$ cat config.mk
export PLATFORM = sky130hd
export DESIGN_NAME = xt_hb_arbiter
export DESIGN_NICKNAME = d
export VERILOG_FILES = /design/src/rtl/xt_hb_arbiter_pkg.sv /design/src/rtl/xt_hb_arbiter_rr_picker.sv /design/src/rtl/xt_hb_arbiter.sv
export SDC_FILE = /design/constraint.sdc
export NUM_CORES = 1
export LEC_CHECK = 0
export CAP_MARGIN = 20
export CORE_AREA = 2 2 147 149
export DETAILED_ROUTE_END_ITERATION = 8
export DIE_AREA = 0 0 149 151
export HOLD_SLACK_MARGIN = 0.05
export RECOVER_POWER = 25
export SLEW_MARGIN = 20
export SYNTH_ARGS = -nofsm -noshare
export SYNTH_HDL_FRONTEND = slang
export SYNTH_SLANG_ARGS = --single-unit
$ cat constraint.sdc
create_clock -name hb_clk -period 3.4 [get_ports hb_clk]
set_input_delay 0.51 -clock hb_clk [delete_from_list [all_inputs] [get_ports hb_clk]]
set_output_delay 0.51 -clock hb_clk [all_outputs]
set_load 0.01 [all_outputs]
$ cat src/rtl/xt_hb_arbiter_pkg.sv
// +----------------------------------------------------------------------------+
// | Package : XT_BUS                                                           |
// | XT_HB master-side types and the arbiter state encoding.                    |
// | Revision: 1.0                                                              |
// +----------------------------------------------------------------------------+
`default_nettype none

package XT_BUS;

   localparam int HB_ADDR_WIDTH = 32;
   localparam int HB_DATA_WIDTH = 32;

   typedef struct packed {
      logic                     read;
      logic                     write;
      logic [HB_ADDR_WIDTH-1:0] raddr;
      logic [HB_ADDR_WIDTH-1:0] waddr;
      logic [HB_DATA_WIDTH-1:0] wdata;
      logic [1:0]               write_width;
   } hb_master_in_t;

   typedef enum logic [1:0] {
      IDLE   = 2'd0,
      BUSY   = 2'd1,
      LOCKED = 2'd2
   } arb_state_t;

endpackage

`default_nettype wire

$ cat src/rtl/xt_hb_arbiter_rr_picker.sv
// +----------------------------------------------------------------------------+
// | Module  : rr_picker                                                        |
// | Combinational round-robin encoder: first requester after last_id wins.     |
// | Revision: 1.0                                                              |
// +----------------------------------------------------------------------------+
`default_nettype none

module rr_picker #(
   parameter int N = 2,
   localparam int W = $clog2(N)
) (
   input  logic [N-1:0] req,
   input  logic [W-1:0] last_id,
   output logic [W-1:0] winner,
   output logic         found
);

   logic [W-1:0] cand;

   // Scan last_id+1 .. last_id+N so last_id itself has the lowest priority.
   always_comb begin
      cand   = '0;
      winner = '0;
      found  = 1'b0;
      for (int k = 1; k <= N; k++) begin
         cand = W'((int'(last_id) + k) % N);
         if (!found && req[cand]) begin
            found  = 1'b1;
            winner = cand;
         end
      end
   end

endmodule

`default_nettype wire

$ cat src/rtl/xt_hb_arbiter.sv
// +----------------------------------------------------------------------------+
// | Module  : xt_hb_arbiter                                                    |
// | Round-robin multi-master arbiter with per-master lock for XT_HB.          |
// | Optional lock watchdog: define XT_HB_ARB_LOCK_TIMEOUT_EN.                  |
// | Revision: 1.0                                                              |
// +----------------------------------------------------------------------------+
`default_nettype none

module xt_hb_arbiter
   import XT_BUS::*;
#(
   parameter int MASTER_NUM   = 2,
   parameter int LOCK_TIMEOUT = 64,
   localparam int ID_W = $clog2(MASTER_NUM)
) (
   input  logic                  hb_clk,
   input  logic                  rst_sync,
   input  logic [MASTER_NUM-1:0] master_req,
   input  logic [MASTER_NUM-1:0] master_lock,
   input  hb_master_in_t         master_in [MASTER_NUM],
   output logic [MASTER_NUM-1:0] master_accept,
   output logic [MASTER_NUM-1:0] master_stall,
   output logic [31:0]           master_rdata,
   output logic [MASTER_NUM-1:0] master_rvalid,
   output logic                  bus_req,
   output hb_master_in_t         bus_in,
   input  logic                  bus_accept,
   input  logic                  bus_stall,
   input  logic [31:0]           bus_rdata,
   output logic                  grant_valid,
   output logic [ID_W-1:0]       grant_id,
   output logic                  lock_timeout
);

   arb_state_t            state_q, state_d;
   logic [ID_W-1:0]       grant_id_q, grant_id_d;
   logic [ID_W-1:0]       last_id_q, last_id_d;
   logic [ID_W-1:0]       rd_id_q, rd_id_d;
   logic                  rd_pend_q, rd_pend_d;

   logic [MASTER_NUM-1:0] gnt_oh;
   logic [MASTER_NUM-1:0] lock_block;
   logic                  owner_req;
   logic                  owner_lock;
   logic                  done;
   logic                  handover;
   logic                  timeout_fire;
   logic [ID_W-1:0]       pick_last;
   logic [ID_W-1:0]       pick_id;
   logic                  pick_found;

   assign gnt_oh     = {{(MASTER_NUM-1){1'b0}}, 1'b1} << grant_id_q;
   assign owner_req  = master_req[grant_id_q];
   assign owner_lock = master_lock[grant_id_q] & ~lock_block[grant_id_q];
   assign done       = (state_q == BUSY) & owner_req & bus_accept & ~bus_stall;
   // From IDLE rotate after the last released owner; on handover rotate after the current one.
   assign pick_last  = (state_q == IDLE) ? last_id_q : grant_id_q;

   rr_picker #(.N(MASTER_NUM)) u_picker (
      .req     (master_req),
      .last_id (pick_last),
      .winner  (pick_id),
      .found   (pick_found)
   );

   always_ff @(posedge hb_clk) begin
      if (rst_sync) begin
         state_q    <= IDLE;
         grant_id_q <= '0;
         last_id_q  <= ID_W'(MASTER_NUM - 1);
         rd_pend_q  <= 1'b0;
         rd_id_q    <= '0;
      end else begin
         state_q    <= state_d;
         grant_id_q <= grant_id_d;
         last_id_q  <= last_id_d;
         rd_pend_q  <= rd_pend_d;
         rd_id_q    <= rd_id_d;
      end
   end

   always_comb begin
      state_d    = state_q;
      grant_id_d = grant_id_q;
      last_id_d  = last_id_q;
      handover   = 1'b0;
      case (state_q)
         IDLE: begin
            if (pick_found) begin
               state_d    = BUSY;
               grant_id_d = pick_id;
            end
         end
         BUSY: begin
            if (done) begin
               if (owner_lock) state_d  = LOCKED;
               else            handover = 1'b1;
            end
         end
         LOCKED: begin
            if (timeout_fire || !owner_lock) handover = 1'b1;
            else if (owner_req)               state_d  = BUSY;
         end
         default: state_d = IDLE;
      endcase
      // Re-arbitrate in the handover cycle so the next owner starts without a bubble.
      if (handover) begin
         last_id_d = grant_id_q;
         if (pick_found) begin
            state_d    = BUSY;
            grant_id_d = pick_id;
         end else begin
            state_d    = IDLE;
         end
      end
      rd_pend_d = done & bus_in.read;
      rd_id_d   = grant_id_q;
   end

   always_comb begin
      bus_req      = (state_q == BUSY) & owner_req;
      bus_in       = master_in[grant_id_q];
      grant_valid  = (state_q != IDLE);
      grant_id     = grant_id_q;
      master_rdata = bus_rdata;
      for (int i = 0; i < MASTER_NUM; i++) begin
         master_accept[i] = (state_q == BUSY) & gnt_oh[i] & bus_accept;
         master_stall[i]  = master_req[i] & (~((state_q == BUSY) & gnt_oh[i]) | bus_stall);
         master_rvalid[i] = rd_pend_q & (rd_id_q == ID_W'(i));
      end
   end

`ifdef XT_HB_ARB_LOCK_TIMEOUT_EN
   localparam int CNT_W = $clog2(LOCK_TIMEOUT + 1);

   logic [CNT_W-1:0]      wd_cnt_q, wd_cnt_d;
   logic [MASTER_NUM-1:0] lock_block_q, lock_block_d;
   logic                  lock_timeout_q;
   logic                  others_req;

   assign others_req   = |(master_req & ~gnt_oh);
   assign timeout_fire = (state_q == LOCKED) & others_req &
                         (wd_cnt_q == CNT_W'(LOCK_TIMEOUT - 1));

   always_comb begin
      wd_cnt_d = '0;
      if ((state_q == LOCKED) && (state_d == LOCKED))
         wd_cnt_d = others_req ? wd_cnt_q + CNT_W'(1) : wd_cnt_q;
      // A block outlives the forced release until the master lets go of its lock.
      lock_block_d = (lock_block_q & master_lock) | (timeout_fire ? gnt_oh : '0);
   end

   always_ff @(posedge hb_clk) begin
      if (rst_sync) begin
         wd_cnt_q       <= '0;
         lock_block_q   <= '0;
         lock_timeout_q <= 1'b0;
      end else begin
         wd_cnt_q       <= wd_cnt_d;
         lock_block_q   <= lock_block_d;
         lock_timeout_q <= timeout_fire;
      end
   end

   assign lock_block   = lock_block_q;
   assign lock_timeout = lock_timeout_q;
`else
   logic unused_cfg;

   assign unused_cfg   = (LOCK_TIMEOUT != 0);
   assign timeout_fire = 1'b0;
   assign lock_block   = '0;
   assign lock_timeout = 1'b0;
`endif

endmodule

`default_nettype wire

[Word-level counts from Yosys, hierarchy flattened]
Cells that the tools add are included.
Word-level totals
  bits in read-only memories: 0
  latch bits: 0
  input bits: 240
  bits in writable memories: 0
  register bits: 6
  output and inout port bits: 142
  logic and storage cells: 77
  memories kept: 0
Operators by class
  $mul: 0
  magnitude comparators: 4
  reduce and logical (&&, ||, !) cells: 5
  div/mod/pow operators: 0
  bitwise gates (word level): 21
  mux-type cells: 32
  equality and inequality tests: 7
  shifts and indexed selects: 1
  add/sub/neg operators: 2
Operator list (count)
  100-bit two-way mux: 3
  1-bit two-way mux: 21
  3-bit inequality test (second input constant): 5
  1-bit bitwise AND: 13
  2-bit two-way mux: 6
  1-bit by 2-bit < comparator with 1-bit output (second input constant): 3
  2-bit one-hot mux with 3 select lines: 1
  1-bit NOT: 5
  5-bit AND reduction: 1
  1-bit adder (second input constant): 2
  2-bit by 1-bit == test with 1-bit output (second input constant): 1
  2-bit == test (second input constant): 1
  2-bit >= comparator (second input constant): 1
  2-bit logical NOT: 1
  1-bit NOT with 2-bit output: 1
  1-bit OR: 2
  1-bit one-hot mux with 2 select lines: 1
  2-bit nonzero test: 1
  1-bit by 1-bit left shift with 2-bit output (first input constant): 1
  1-bit logical AND: 1
  1-bit logical NOT: 1

[Logic depth before layout (Yosys ltp)]
  depth after elaboration: 13
  depth in mapped cells: 6
  mapped depth without buffers: 6

[Cells and area by module]
From an unflattened synthesis, not the netlist that was laid out.
Second synthesis, totals
  cell total of the unflattened synthesis: 198
  area total of the unflattened synthesis: 1866.8 µm²
Modules (own cells, without submodules)
  xt_hb_arbiter: cells each 196, instances 1, area each 1853.0 µm²
  rr_picker: cells each 2, instances 1, area each 13.8 µm²

[Least setup slack after synthesis]
Ideal clock, no wire load.
  kind: reg2out
  start: reg grant_id_q (netlist: grant_id)
  end: out bus_in[19] (netlist bit)
  data arrival time: 1.325 ns
  buffers on the path: 3
  cell stages (with the launch flop): 5
  path slack: 1.565 ns
  cell sequence: dfxtp_1 buf_6 buf_2 buf_2 mux2_2
RTL lines
  start: declaration: RTL line xt_hb_arbiter.sv:36  | logic [ID_W-1:0] grant_id_q, grant_id_d;
  start signal: assignment: RTL line xt_hb_arbiter.sv:75  | grant_id_q <= grant_id_d;
  end: declaration: RTL line xt_hb_arbiter.sv:26  | output hb_master_in_t bus_in,

[Worst setup path after layout]
  start: in master_req[1]
  end: out bus_req
Between the ends
  word-level cells in the longest chain between the ends: 3
Ends and longest elaborated chain
  start: declaration: RTL line xt_hb_arbiter.sv:18  | input logic [MASTER_NUM-1:0] master_req,
  1-bit two-way mux (not written as such) (2 in series): RTL line xt_hb_arbiter.sv:53  | assign owner_req = master_req[grant_id_q];
  1-bit bitwise AND: RTL line xt_hb_arbiter.sv:121  | bus_req = (state_q == BUSY) & owner_req;
  end: declaration: RTL line xt_hb_arbiter.sv:25  | output logic bus_req,
Every way passes these cells. The select of a mux whose other input is x is not followed.

==> run_results.csv <==
group,metric,value,unit
placed_design,dpl_cell_area,0.00513,mm2
sta,drv_slew,0,
drt,drtIter0Drc,11,
drt,ant_nets,0,
setup_path,rr_startpoint,"grant_id",
synth,synth_area,0.00189,mm2
drt,top_layer_used,"met4",
drt,met3_length,1710,um
synth,synthSimpleGateAreaFrac,5.57,%
power_and_ir_drop,power,1.28,mW
power_and_ir_drop,power_per_cell_area,246,mW/mm2
setup_path,critical_path_class,"input port to output port",
setup_path,cp_max_fo,6,
power_and_ir_drop,power.leakage,1.86,nW
floorplanning,start_util,9.06,%
drt,met2_length,6090,um
cts,cts.repair.resized,0,
cts,cts_buffers,3,
setup_path,crit_required,2.89,ns
cts,post_cts_buffers,0,
setup_path,endpoint_kind,"output port",
synth,synth-xor-area-share,0,%
global_route,grtUsageTotal,9.86,%
cts,h-tree-depth,1,
sta,period_share,77.4,%
placed_design,hpwl,10800,um
floorplanning,core-area,0.0208,mm2
drt,wl_met1,4250,um
synth,mappedNetlistNets,439,
cts,cts.clk_slew.worst_paths,0.03,ns
floorplanning,fp.dieW,149,um
finish,drive_above_1_share,23.6,%
synth,synth-compound-area-share,6.30,%
finish,syn2layout_area_growth,176,%
cts,clock-sinks,6,
setup_path,r2r-end,"grant_id",
global_route,antenna_found_initial,2,
drt,num_vias,2649,
flow_run,drv_cap,0,
drt,drcViolationCount,0,
cts,cts_hold_buf,0,
floorplanning,placementRows,53,
drt,wl_per_cell,16.3,um
floorplanning,die_area,0.0225,mm2
synth,yosysTopAreaCell,"mux2_2",
worst_hold_path,hp-start,"state_q[1]",
placed_design,gp_congestion,0.726,
setup_path,r2r_cells,5,
finish,antennaDiodeCount,0,
cts,cts_tree,"yes",
synth,yosys-mux-area-fraction,61.9,%
power_and_ir_drop,ir_drop,0.000108,V
finish,layout_common_cells,"312 x clkdlybuf4s50_1, 99 x mux2_2, 7 x nor2_1",
floorplanning,io_pins,382,
sta,fin_hold_ws,0.576,ns
finish,fill_cells,2248,
sta,hold_viol,0,
synth,seq_area_frac_synth,6.37,%
synth,ys_ff_latch,6,
sta,fin_crit,2.63,ns
synth,synth_area_per_cell,9.62,um2
synth,synthAdderAreaFrac,1.99,%
worst_hold_path,min_path_type,"flop to flop",
synth,synth.area.top_cells,"mux2_2 59%, buf_4 13%, dfxtp_1 6.4%",
setup_path,cp-endpoint,"bus_req",
synth,ys_types,32,
drt,vias_per_cell,3.54,
finish,final_common_cell,"clkdlybuf4s50_1",
global_route,grt_pass1_wl,16400,um
sta,timing.setup.tns,0,ns
setup_path,reg2reg_slack,1.32,ns
placed_design,portBuffers,316,
drt,firstDrtPassIters,4,
sta,final.setup_skew,0.00319,ns
cts,clock-root-buffer,"clkbuf_16",
synth,synth_warnings,0,
sta,grt_setup_unrepaired,"false",
drt,wl,12200,um
finish,final_nets,718,
synth,synthCells,196,
cts,cts_buffer_depth,2,
global_route,grt_max_degree,35,
finish,final_area,0.00521,mm2
floorplanning,die-height,151,um
synth,synth_top_family_by_area,"multiplexers",
global_route,overflow,0,
status,status,"completed",
synth,yosysTopAreaCellShare,59.1,%
cts,clock_latency,0.23,ns
sta,max_freq,380,MHz
global_route,grt_pass1_vias,2755,
setup_path,startpoint_type,"input port",
sta,setup_viol,0,
setup_path,arrival,2.12,ns
setup_path,crit_start,"master_req[1]",
[worst max-delay path: stages]
cell and delay, ns:
dlygate4sd3_1 0.64, mux2i_1 0.39, nor2_1 0.08, clkdlybuf4s50_1 0.50
[kinds of logic (layout without fill, tap and decap cells)]
group / count (synthesis) / count (layout)
mux: 104 / 104
buf+inv: 50 / 328
simple gates: 19 / 19
compound gates: 13 / 13
flops: 6 / 6
fa+ha+maj: 3 / 3
other cells: 1 / 1
[metrics by stage]
step	utilization, %	cells	setup WS, ns
global placement	24.6	745	0.858
finish	25.0	749	0.769
global route	25.0	749	0.635
floorplan	-	196	1.57
detailed placement	24.6	745	0.832
CTS	25.0	749	0.749
[Yosys cell counts]
library cell	count
inv_2	1
mux2_2	99
a2111oi_2	1
nand2b_1	1
buf_6	1
dfxtp_1	6
o21bai_2	1
mux2_1	2
a211oi_2	1
o31ai_1	1
buf_2	11
a221oi_1	1
ha_1	3
nand3_1	1
a21boi_0	1
inv_1	4
and2_4	2
a2bb2oi_1	1
o31a_1	2
a32oi_1	1
mux2i_1	3
and2_1	1
a21o_1	1
nor3_1	2
and3_1	2
nand3b_1	2
nor2_1	7
conb_1	1
a21oi_1	1
nor2b_1	1
a211o_1	1
buf_4	33
[how the worst min path moves through the flow]
stage,cells after the start,to,slack (ns)
detailed placement,2,state_q[1],0.57
CTS,2,state_q[1],0.57
global placement,2,state_q[1],0.56
finish,2,state_q[1],0.58
global route,2,state_q[1],0.61
floorplan,2,state_q[1],0.53
[flip-flops by register name, summed over array words and instances (netlist names)]
name,cells
rd_id_q,1
rd_pend_q,1
state_q,2
last_id_q,1
grant_id,1
[power breakdown]
| part | leakage, nW | switching [mW] | internal (mW) |
|---|---|---|---|
| Clock | 0.0382 | 0.0432 | 0.156 |
| Sequential | 0.0497 | 0.0254 | 0.0775 |
| Combinational | 1.77 | 0.320 | 0.661 |
| Total | 1.86 | 0.388 | 0.895 |
[final cells by class]
| class | instances | area, um2 | area share [%] |
|---|---|---|---|
| Timing Repair Buffer | 319 | 3210 | 61.6 |
| Multi-Input combinational cell | 140 | 1430 | 27.5 |
| Tap cell | 275 | 344 | 6.61 |
| Sequential cell | 6 | 124 | 2.38 |
| Clock buffer | 4 | 78.8 | 1.51 |
| Inverter | 5 | 18.8 | 0.360 |
[metal layers]
metal  vias to the layer above  GRT usage, %
met5                         -             0
met4                         0          1.76
met3                        17          3.92
li1                       1229             -
met2                       238          19.2
met1                      1165          9.92
(Power assumes the default switching activity.)
